===== config.mk =====
export PLATFORM = sky130hd
export DESIGN_NAME = cc_line_serializer_p
export DESIGN_NICKNAME = d
export VERILOG_FILES = /design/src/rtl/cc_line_serializer_p.sv
export SDC_FILE = /design/constraint.sdc
export NUM_CORES = 1
export LEC_CHECK = 0
export ABC_AREA = 1
export CAP_MARGIN = 20
export CORE_MARGIN = 10
export CORE_UTILIZATION = 30
export CTS_BUF_LIST = sky130_fd_sc_hd__clkbuf_2
export DETAILED_ROUTE_END_ITERATION = 7
export PLACE_DENSITY = 0.5
export REMOVE_ABC_BUFFERS = 1
export SYNTH_ARGS = -nofsm -noshare
export SYNTH_HDL_FRONTEND = slang
export SYNTH_SLANG_ARGS = --single-unit

===== constraint.sdc =====
create_clock -name clk -period 7.8 [get_ports clk]
set_clock_uncertainty 0.2 [all_clocks]
set_input_delay 0.78 -clock clk [delete_from_list [all_inputs] [get_ports clk]]
set_output_delay 0.78 -clock clk [all_outputs]
set_load 0.05 [all_outputs]

===== src/rtl/cc_line_serializer_p.sv =====
// Purpose : cache-line to beat serializer on the read-return path; pops one line from a show-ahead FIFO.
// Latency : first beat one cycle after the pop; back-to-back lines stream with no bubble.
// Backpr. : full valid/ready back-pressure; beat data, id and last hold while rvalid_o & !rready_i.
//
// Ports:
//   clk, rst_n            clock, synchronous active-low reset
//   fifo_empty_i          FIFO empty; fifo_line_i/ofs/wrap/id are valid whenever this is low
//   fifo_line_i           line data, beat k at [k*BEAT_W +: BEAT_W]
//   fifo_ofs_i            first beat index of the burst
//   fifo_wrap_i           1 = wrap burst (all beats), 0 = incrementing burst (ofs..BEATS-1)
//   fifo_id_i             transaction id
//   fifo_rden_o           pop strobe, one cycle per line (combinational)
//   rdata_o/rid_o/rlast_o beat data, id and last flag of the current beat
//   rvalid_o/rready_i     read-channel handshake
//   busy_o                high while a line is being sent
module cc_line_serializer_p #(
   parameter  int LINE_W = 512,
   parameter  int BEAT_W = 64,
   parameter  int ID_W   = 4,
   localparam int BEATS  = LINE_W / BEAT_W,
   localparam int OFS_W  = $clog2(BEATS)
) (
   input  logic              clk,
   input  logic              rst_n,
   input  logic              fifo_empty_i,
   input  logic [LINE_W-1:0] fifo_line_i,
   input  logic [OFS_W-1:0]  fifo_ofs_i,
   input  logic              fifo_wrap_i,
   input  logic [ID_W-1:0]   fifo_id_i,
   output logic              fifo_rden_o,
   output logic [BEAT_W-1:0] rdata_o,
   output logic [ID_W-1:0]   rid_o,
   output logic              rlast_o,
   output logic              rvalid_o,
   input  logic              rready_i,
   output logic              busy_o
);

   if ((LINE_W % BEAT_W) != 0 || BEATS < 2 || (BEATS & (BEATS - 1)) != 0) begin : g_bad_cfg
      $error("cc_line_serializer_p: LINE_W/BEAT_W must be an integer power of two >= 2");
   end

   localparam logic S_IDLE = 1'b0;
   localparam logic S_SEND = 1'b1;

   localparam logic [OFS_W-1:0] CNT_MAX = '1;

   logic                         r_state;
   logic [OFS_W-1:0]             r_cnt;
   logic [BEATS-1:0][BEAT_W-1:0] r_line;
   logic [OFS_W-1:0]             r_ofs;
   logic                         r_wrap;
   logic [ID_W-1:0]              r_id;

   logic                         w_send;
   logic [OFS_W-1:0]             w_idx;
   logic [OFS_W:0]               w_sum;
   logic                         w_last;
   logic                         w_xfer;
   logic                         w_last_xfer;
   logic                         w_pop;

   assign w_send = (r_state == S_SEND);

   // Wrap bursts rotate through the line with a natural OFS_W-bit wrap.
   assign w_idx  = r_ofs + r_cnt;

   // Incrementing bursts end at the top beat, so the sum is taken one bit wider
   // to avoid matching after a wrap.
   assign w_sum  = {1'b0, r_ofs} + {1'b0, r_cnt};
   assign w_last = r_wrap ? (r_cnt == CNT_MAX) : (w_sum == {1'b0, CNT_MAX});

   assign w_xfer      = w_send & rready_i;
   assign w_last_xfer = w_xfer & w_last;

   // Pop when idle, or on the last beat so the next line follows without a bubble.
   // Held off during reset so a line presented while in reset is not lost.
   assign w_pop = rst_n & ~fifo_empty_i & (~w_send | w_last_xfer);

   always_ff @(posedge clk) begin
      if (!rst_n) begin
         r_state <= S_IDLE;
         r_cnt   <= '0;
         r_line  <= '0;
         r_ofs   <= '0;
         r_wrap  <= 1'b0;
         r_id    <= '0;
      end else if (w_pop) begin
         r_state <= S_SEND;
         r_cnt   <= '0;
         r_line  <= fifo_line_i;
         r_ofs   <= fifo_ofs_i;
         r_wrap  <= fifo_wrap_i;
         r_id    <= fifo_id_i;
      end else if (w_last_xfer) begin
         r_state <= S_IDLE;
      end else if (w_xfer) begin
         r_cnt   <= r_cnt + 1'b1;
      end
   end

   assign fifo_rden_o = w_pop;
   assign rvalid_o    = w_send;
   assign busy_o      = w_send;
   assign rlast_o     = w_send & w_last;
   assign rdata_o     = r_line[w_idx];
   assign rid_o       = r_id;

endmodule

---- Word-level counts from Yosys, hierarchy flattened ----
Cells that the tools add are included.
operators by class
  $add $sub $neg .......................... 3
  multiply operators ...................... 0
  divide/modulo/power cells ............... 0
  magnitude comparators ................... 1
  equality and inequality tests ........... 2
  shifts and indexed selects .............. 0
  multiplexer cells ....................... 5
  bitwise gates (word level) .............. 10
  reductions and logical operators ........ 3
operator list
  cell                                                count
  binary-select mux 64 bit (select 3 bit)             1
  two-way mux 64 bit                                  1
  bitwise AND 1 bit                                   5
  adder 3 x 3 -> 4 bit                                1
  == test 4 x 3 -> 1 bit, second input constant       1
  < comparator 3 x 4 -> 1 bit, second input constant  1
  NOT 1 bit                                           4
  adder 3 x 1 -> 3 bit, second input constant         1
  adder 3 bit                                         1
  == test 3 bit, second input constant                1
  two-way mux 1 bit                                   3
  AND reduction 2 bit                                 1
  nonzero test 2 bit                                  1
  OR reduction 2 bit                                  1
  OR 1 bit                                            1
storage, ports and cells
  bits in registers ....................... 524
  bits in latches ......................... 0
  memory bits (writable) .................. 0
  bits in read-only memories .............. 0
  memories ................................ 0

---- Longest topological paths before layout ----
Gate-level depths: netlist of the first run.
  depth in word-level cells ............... 7
  mapped depth ............................ 15
  depth with buffers taken out ............ 13

---- Least setup slack after synthesis of the first run ----
Ideal clock, no wire load.
  path type ............................... register -> output
  from .................................... register r_cnt[0]
  to ...................................... output port fifo_rden_o
  arrival time ............................ 2.232 ns
  slack ................................... 4.588 ns
  cell stages (with the launch flop) ...... 11
  path buffers ............................ 2
  path through ............................ dfxtp_1 ha_1 fa_1 a21oi_1 a21oi_1 nand2_2 nand2_1 nand3_1 buf_2 clkbuf_1 inv_1
on the way
  word-level cells in the longest chain between the ends .. 6
ends and longest elaborated chain
  what                      RTL line  text
  start: declaration        49        logic [OFS_W-1:0] r_cnt;
  start signal: assignment  98        r_cnt <= r_cnt + 1'b1;
  adder 3 x 3 -> 4 bit      70        assign w_sum = {1'b0, r_ofs} + {1'b0, r_cnt};
  == test 4 x 3 -> 1 bit    71        assign w_last = r_wrap ? (r_cnt == CNT_MAX) : (w_sum == {1'b0, CNT_MAX});
  two-way mux 1 bit (*)     71
  bitwise AND 1 bit (*)     74        assign w_last_xfer = w_xfer & w_last;
  OR 1 bit (*)              78        assign w_pop = rst_n & ~fifo_empty_i & (~w_send | w_last_xfer);
  bitwise AND 1 bit (*)     78
  end: declaration          30        output logic fifo_rden_o,
Every way passes the cells marked *; elsewhere a longest branch is shown, timed or not.

---- Worst setup path in the final report of the first run ----
Same ends and word-level chain as after synthesis.

==> flow_summary.yaml, run 1 <==
outcome:
  outcome: "finished clean"
detailed_routing:
  first_pass_iters: 7
  routed_wl_um: 98600
  drt_iter0_drc: 1598
  vias: 26700
  viasPerCell: 4.93
  drc: 0
  antenna_left: 0
  wire_per_inst_um: 18.2
placement:
  io_buffers: 595
  gp_congestion: 0.767
  dp_hpwl_um: 60500
cts:
  clockBufferDepth: 3
  cts.sinks: 524
  cts_root_buf: "clkbuf_2"
  htreeDepth: 4
  numCtsBuffers: 153
  cts_tree: "built"
  clk_latency_ns: 1.29
  cts_setup_buffers: 0
  cts.clk_slew.worst_paths_ns: 0.08
final_layout:
  seqCellArea_sq_mm: 0.0105
  most-common-layout-cells: "nand3_1 (1044), nand2_1 (731), clkdlybuf4s50_1 (594), dfxtp_1 (524), dlygate4sd3_1 (524)"
  multi_input_area_sq_mm: 0.0114
  syn2layout_area_growth_pct: 55.6
  n_fill_cell: 7938
  layout-drive-gt1-share_pct: 6.14
  final_common_cell: "nand3_1"
  nets: 4805
yosys:
  syn-instance-count: 3300
  ys_warn_count: 0
  ys_ff_latch: 524
  synthDistinctLibCells: 18
  syn_area_sq_mm: 0.0232
  avgSynthCellArea_sq_um: 7.03
  synth-seq-area-share_pct: 45.2
setup_path:
  crit_fanout: 65
  path_class: "reg -> out"
  worstPathArrival_ns: 5.17
  critical_path.most_common_cell: "a21oi_1"
  worst_path_largest_cell_delay_ns: 0.83
  worstPathCellList: "ha_4 > buf_4 > a21oi_1 > a21oi_1 > nand2_2 > nand2_1 > nand3_4 > inv_1 > clkdlybuf4s50_1"
  cpMaxStageDelayCell: "clkdlybuf4s50_1"
  cp-start-kind: "flip-flop"
  cp-end-kind: "primary output"
  cp.required_ns: 6.82
sta:
  period_share_pct: 78.8
  setup_violations: 0
  finalHoldViolCount: 0
  fmax_mhz: 163
  grt_setup_unrepaired: "false"
  setup_tns_ns: 0
  worst_pin_slew_ns: 1.36
  period_minus_slack_ns: 6.15
  maxSlewHeadroom_pct: 9.06
  final_max_slew_viol_count: 0
power:
  pwr-share-seq_pct: 42.6
  p_leak_nw: 16.1
  ir_worst_vdd_v: 0.0000868
  power_frac_clock_pct: 29.5
  power_density_mw_per_mm2: 193
  p_sw_w: 0.00246
  comb_power_share_pct: 27.9
  finalPower_w: 0.00696
  swShare_pct: 35.3
  power.internal_w: 0.00450
floorplan:
  die-width_um: 298
  ioPinCount: 596
  dieHeight_um: 298
  rows: 101
  start_util_pct: 30.4
  die-area_sq_mm: 0.0888
  fp.coreArea_sq_mm: 0.0763
global_routing:
  grt_max_degree: 204
  grt_pass1_vias: 26900
  grt_overflow: 0
  grt_pass1_wl_um: 154000
  antenna_found_initial: 33
  grt.total_usage_pct: 21.2
flow_run:
  maxCapViolCount: 0
worst_hold_path:
  hold_path_class: "reg -> reg"
==> layout make-up <==
type	instances	area share, %
antenna	27	0.187
clock buffer	215	2.98
clock inverter	32	0.589
inverter	13	0.159
multi-input combinational	2434	31.5
sequential	524	29.1
tap	1030	3.57
timing repair buffer	1150	32.0
==> layer usage <==
layer | up-vias | global-route usage, % | wire (um)
met5 | - | 0 | 121
met4 | 20 | 7.29 | 2390
met3 | 187 | 5.94 | 6280
met2 | 756 | 34.9 | 46800
met1 | 12500 | 26.3 | 43100
li1 | 13300 | - | -
==> path summary, 6_finish.rpt <==
path         depth (start not counted)  slack (ns)                      from                       end
max                                  9        1.65     r_cnt[0]$_SDFFE_PP0P_               fifo_rden_o
min                                  2        0.26  r_line[439]$_SDFFE_PN0P_  r_line[439]$_SDFFE_PN0P_
max reg2reg                         11        3.11     r_cnt[0]$_SDFFE_PP0P_   r_line[65]$_SDFFE_PN0P_
min reg2reg                          2        0.26  r_line[439]$_SDFFE_PN0P_  r_line[439]$_SDFFE_PN0P_
==> synth_stat cells (all sizes together) <==
master	number	share of area (%)
nand3	1045	23
nand2	733	12
dfxtp	524	45
nor2	390	6.3
clkbuf	198	3.2
buf	131	2.6
o21ai	129	2.8
o32ai	128	4.8
inv	13	0.21
ha	4	0.22
a21oi	3	0.065
fa	1	0.086
xor2	1	0.038
==> critical path: cells and delay by family (launching register included) <==
| family | cells | cell delay (ns) |
|---|---|---|
| simple gates | 3 | 0.88 |
| buf+inv | 3 | 1.67 |
| flops | 1 | 0.38 |
| fa+ha+maj | 1 | 0.61 |
| compound gates | 2 | 0.32 |
==> kinds of logic after synthesis <==
family	share of synthesized area (%)
compound gates	7.73
fa+ha+maj	0.302
xor+xnor	0.0378
flops	45.2
buf+inv	5.97
simple gates	40.7
==> power by group through the flow <==
stage / clock network [W] / registers (W) / logic, W
2_1_floorplan: 0 / 0.00301 / 0.00108
3_3_place_gp: 0 / 0.00302 / 0.00171
3_5_place_dp: 0 / 0.00302 / 0.00171
4_1_cts: 0.00215 / 0.00296 / 0.00196
5_1_grt: 0.00228 / 0.00299 / 0.00210
6_report: 0.00205 / 0.00296 / 0.00194
==> flip-flops by register name, indices dropped and copies added, names as in the netlist <==
signal and count:
busy_o 1, r_wrap 1, r_cnt 3, rid_o 4
r_line 512, r_ofs 3
==> through the flow <==
stage | util (%) | cells | hold slack (ns) | worst slack [ns] | cell area, sq um
2_1_floorplan | - | 2971 | 0.240 | -36.65 | 21900
3_3_place_gp | 38.6 | 4627 | 0.250 | 2.92 | 29500
3_5_place_dp | 38.6 | 4627 | 0.255 | 2.90 | 29500
4_1_cts | 47.2 | 5398 | 0.0929 | 1.41 | 36000
5_1_grt | 47.3 | 5420 | 0.190 | 1.14 | 36100
6_report | 47.3 | 5425 | 0.263 | 1.65 | 36100
==> repair_timing <==
item | CTS | global route
gates resized for setup | 0 | 0
hold endpoints to repair | 524 | 0
hold buffers | 524 | 0
Power figures use the tool's default switching activity.
==> run 2, diff against run 1 <==
--- a/config.mk
+++ b/config.mk
@@ -11,7 +11,7 @@
 export CORE_UTILIZATION = 30
 export CTS_BUF_LIST = sky130_fd_sc_hd__clkbuf_2
 export DETAILED_ROUTE_END_ITERATION = 7
-export PLACE_DENSITY = 0.5
+export PLACE_DENSITY = 0.52
 export REMOVE_ABC_BUFFERS = 1
 export SYNTH_ARGS = -nofsm -noshare
 export SYNTH_HDL_FRONTEND = slang
==> constraint.sdc (replaced) <==
create_clock -name clk -period 5.2 [get_ports clk]
set_clock_uncertainty 0.2 [all_clocks]
set_input_delay 0.52 -clock clk [delete_from_list [all_inputs] [get_ports clk]]
set_output_delay 0.52 -clock clk [all_outputs]
set_load 0.05 [all_outputs]
==> run 2 against run 1 <==
Against the previous run: register-to-register slack got worse by 2.1 ns; final area rose by 8.0%; sequential share of layout area fell by 2.1 points; core utilization rose by 3.8 points; critical path depth fell by 1; clock power rose by 51%; worst hold slack got worse by 0.11 ns; via count rose by 6.6%; first-iteration DRC count rose by 23%; critical path type unchanged.
==> flow_summary.yaml, run 2 (synthesized netlist as in run 1, its figures left out) <==
final_layout:
  top_register: "r_line"
  seqCellArea_sq_mm: 0.0105
  most-common-layout-cells: "nand3_1 (1044), dlygate4sd3_1 (811), nand2_1 (731), clkdlybuf4s50_1 (529), dfxtp_1 (524)"
  final_common_cell: "nand3_1"
  layout-drive-gt1-share_pct: 7.14
  syn2layout_area_growth_pct: 68.0
  multi_input_area_sq_mm: 0.0114
  n_fill_cell: 7560
  nets: 5096
  largest_reg_flops: 512
cts:
  htreeDepth: 4
  cts_setup_buffers: 0
  numCtsBuffers: 152
  cts.sinks: 524
  clk_latency_ns: 1.30
  cts_root_buf: "clkbuf_2"
  cts.clk_slew.worst_paths_ns: 0.08
  clockBufferDepth: 3
  cts_tree: "built"
setup_path:
  r2r-end: "r_line[274]$_SDFFE_PN0P_"
  cp.required_ns: 4.48
  reg2reg_from: "r_cnt[0]$_SDFFE_PP0P_"
  critPathLaunch: "r_cnt[0]$_SDFFE_PP0P_"
  r2r_slack_ns: 1.05
  path_class: "reg -> out"
  worstPathCellList: "ha_4 > fa_4 > buf_16 > o21ai_0 > o32ai_1 > nand2_1 > nand2_1 > clkdlybuf4s15_1"
  worst_path_largest_cell_delay_ns: 0.82
  path_delay_family: "adder cells"
  cp.buffers_inverters: 2
  worstPathArrival_ns: 4.29
  reg2reg_depth: 11
  cpMaxStageDelayCell: "fa_4"
  critical_path.most_common_cell: "nand2_1"
  cp-end-kind: "primary output"
  cp-start-kind: "flip-flop"
  crit_fanout: 118
power:
  p_leak_nw: 17.5
  power_frac_clock_pct: 29.2
  pwr-share-seq_pct: 42.0
  comb_power_share_pct: 28.8
  ir_worst_vdd_v: 0.000201
  power.internal_w: 0.00681
  finalPower_w: 0.0106
  swShare_pct: 35.8
  power_density_mw_per_mm2: 272
  p_sw_w: 0.00379
placement:
  dp_hpwl_um: 59900
  gp_congestion: 0.795
  io_buffers: 595
sta:
  worst_pin_slew_ns: 1.05
  period_minus_slack_ns: 5.01
  hold_ws_ns: 0.149
  grt_setup_unrepaired: "true"
  maxSlewHeadroom_pct: 29.9
  period_share_pct: 96.3
  finalHoldViolCount: 0
  setup_tns_ns: 0
  setup_violations: 0
  final_max_slew_viol_count: 0
  fmax_mhz: 200
worst_hold_path:
  hold_end: "r_line[146]$_SDFFE_PN0P_"
  hold_path_class: "in -> reg"
  min_from: "fifo_line_i[146]"
  min_path_cells: 4
outcome:
  outcome: "finished clean"
floorplan:
  dieHeight_um: 298
  die-width_um: 298
  start_util_pct: 30.4
  die-area_sq_mm: 0.0888
  ioPinCount: 596
  rows: 101
  fp.coreArea_sq_mm: 0.0763
global_routing:
  grt_pass1_vias: 29100
  grt_pass1_wl_um: 163000
  grt.total_usage_pct: 22.4
  antenna_found_initial: 36
  grt_overflow: 0
  grt_max_degree: 212
detailed_routing:
  routed_wl_um: 103000
  viasPerCell: 4.97
  vias: 28500
  drt_iter0_drc: 1968
  first_pass_iters: 7
  wire_per_inst_um: 18.0
  antenna_left: 0
  drc: 0
flow_run:
  maxCapViolCount: 0
-- run 2: how the worst max path moves through the flow --
| stage | endpoint | cells after the start |
|---|---|---|
| finish | rdata_o[15] | 8 |
| detailed placement | rdata_o[17] | 8 |
| global route | rdata_o[54] | 8 |
| CTS | rdata_o[46] | 8 |
| floorplan | fifo_rden_o | 4 |
| global placement | rdata_o[17] | 8 |
-- run 2: area by class of cell --
class                      instances  share of cell area (%)
timing repair buffer            1442                    36.9
multi-input combinational       2434                    29.2
sequential                       524                    26.9
tap                             1030                    3.31
clock buffer                     224                    2.88
clock inverter                    29                   0.469
antenna                           34                   0.218
inverter                          13                   0.157
-- run 2: worst reg2reg max path: stages (launching register included) --
cell	delay, ns
dfxtp_1	0.38
ha_4	0.19
fa_4	0.82
a21oi_1	0.08
a21oi_1	0.17
nand2_2	0.16
o21ai_4	0.43
buf_12	0.33
nand3_1	0.15
dlygate4sd3_1	0.59
nand2_1	0.07
dlygate4sd3_1	0.55
-- run 2: stage by stage --
stage	area (sq um)	std cells	setup slack [ns]	utilization, %
CTS	39000	5696	0.0136	51.1
detailed placement	29600	4631	1.08	38.8
finish	39000	5730	0.195	51.1
global route	39000	5727	-0.0817	51.1
floorplan	21900	2971	-38.73	-
global placement	29600	4631	1.11	38.8
-- run 2: what timing repair did --
action,in CTS,in global routing
hold buffers,812,0
setup endpoints to repair,64,58
cloned,0,0
endpoints found under the hold margin,524,0
gates resized for setup,81,97
-- run 2: power by group through the flow --
stage / registers (W) / logic (W) / clock network [W]
floorplan: 0.00451 / 0.00161 / 0
global placement: 0.00453 / 0.00261 / 0
detailed placement: 0.00454 / 0.00261 / 0
CTS: 0.00445 / 0.00306 / 0.00322
global route: 0.00448 / 0.00330 / 0.00345
finish: 0.00445 / 0.00306 / 0.00310
-- run 2: per-layer routing --
layer  up-vias  share of wire, %  GRT usage [%]
li1      13900                 -              -
met1     13400                42           27.0
met2       953                48           37.2
met3       241               6.7           5.67
met4        22               3.4           10.1
met5         -              0.13              0
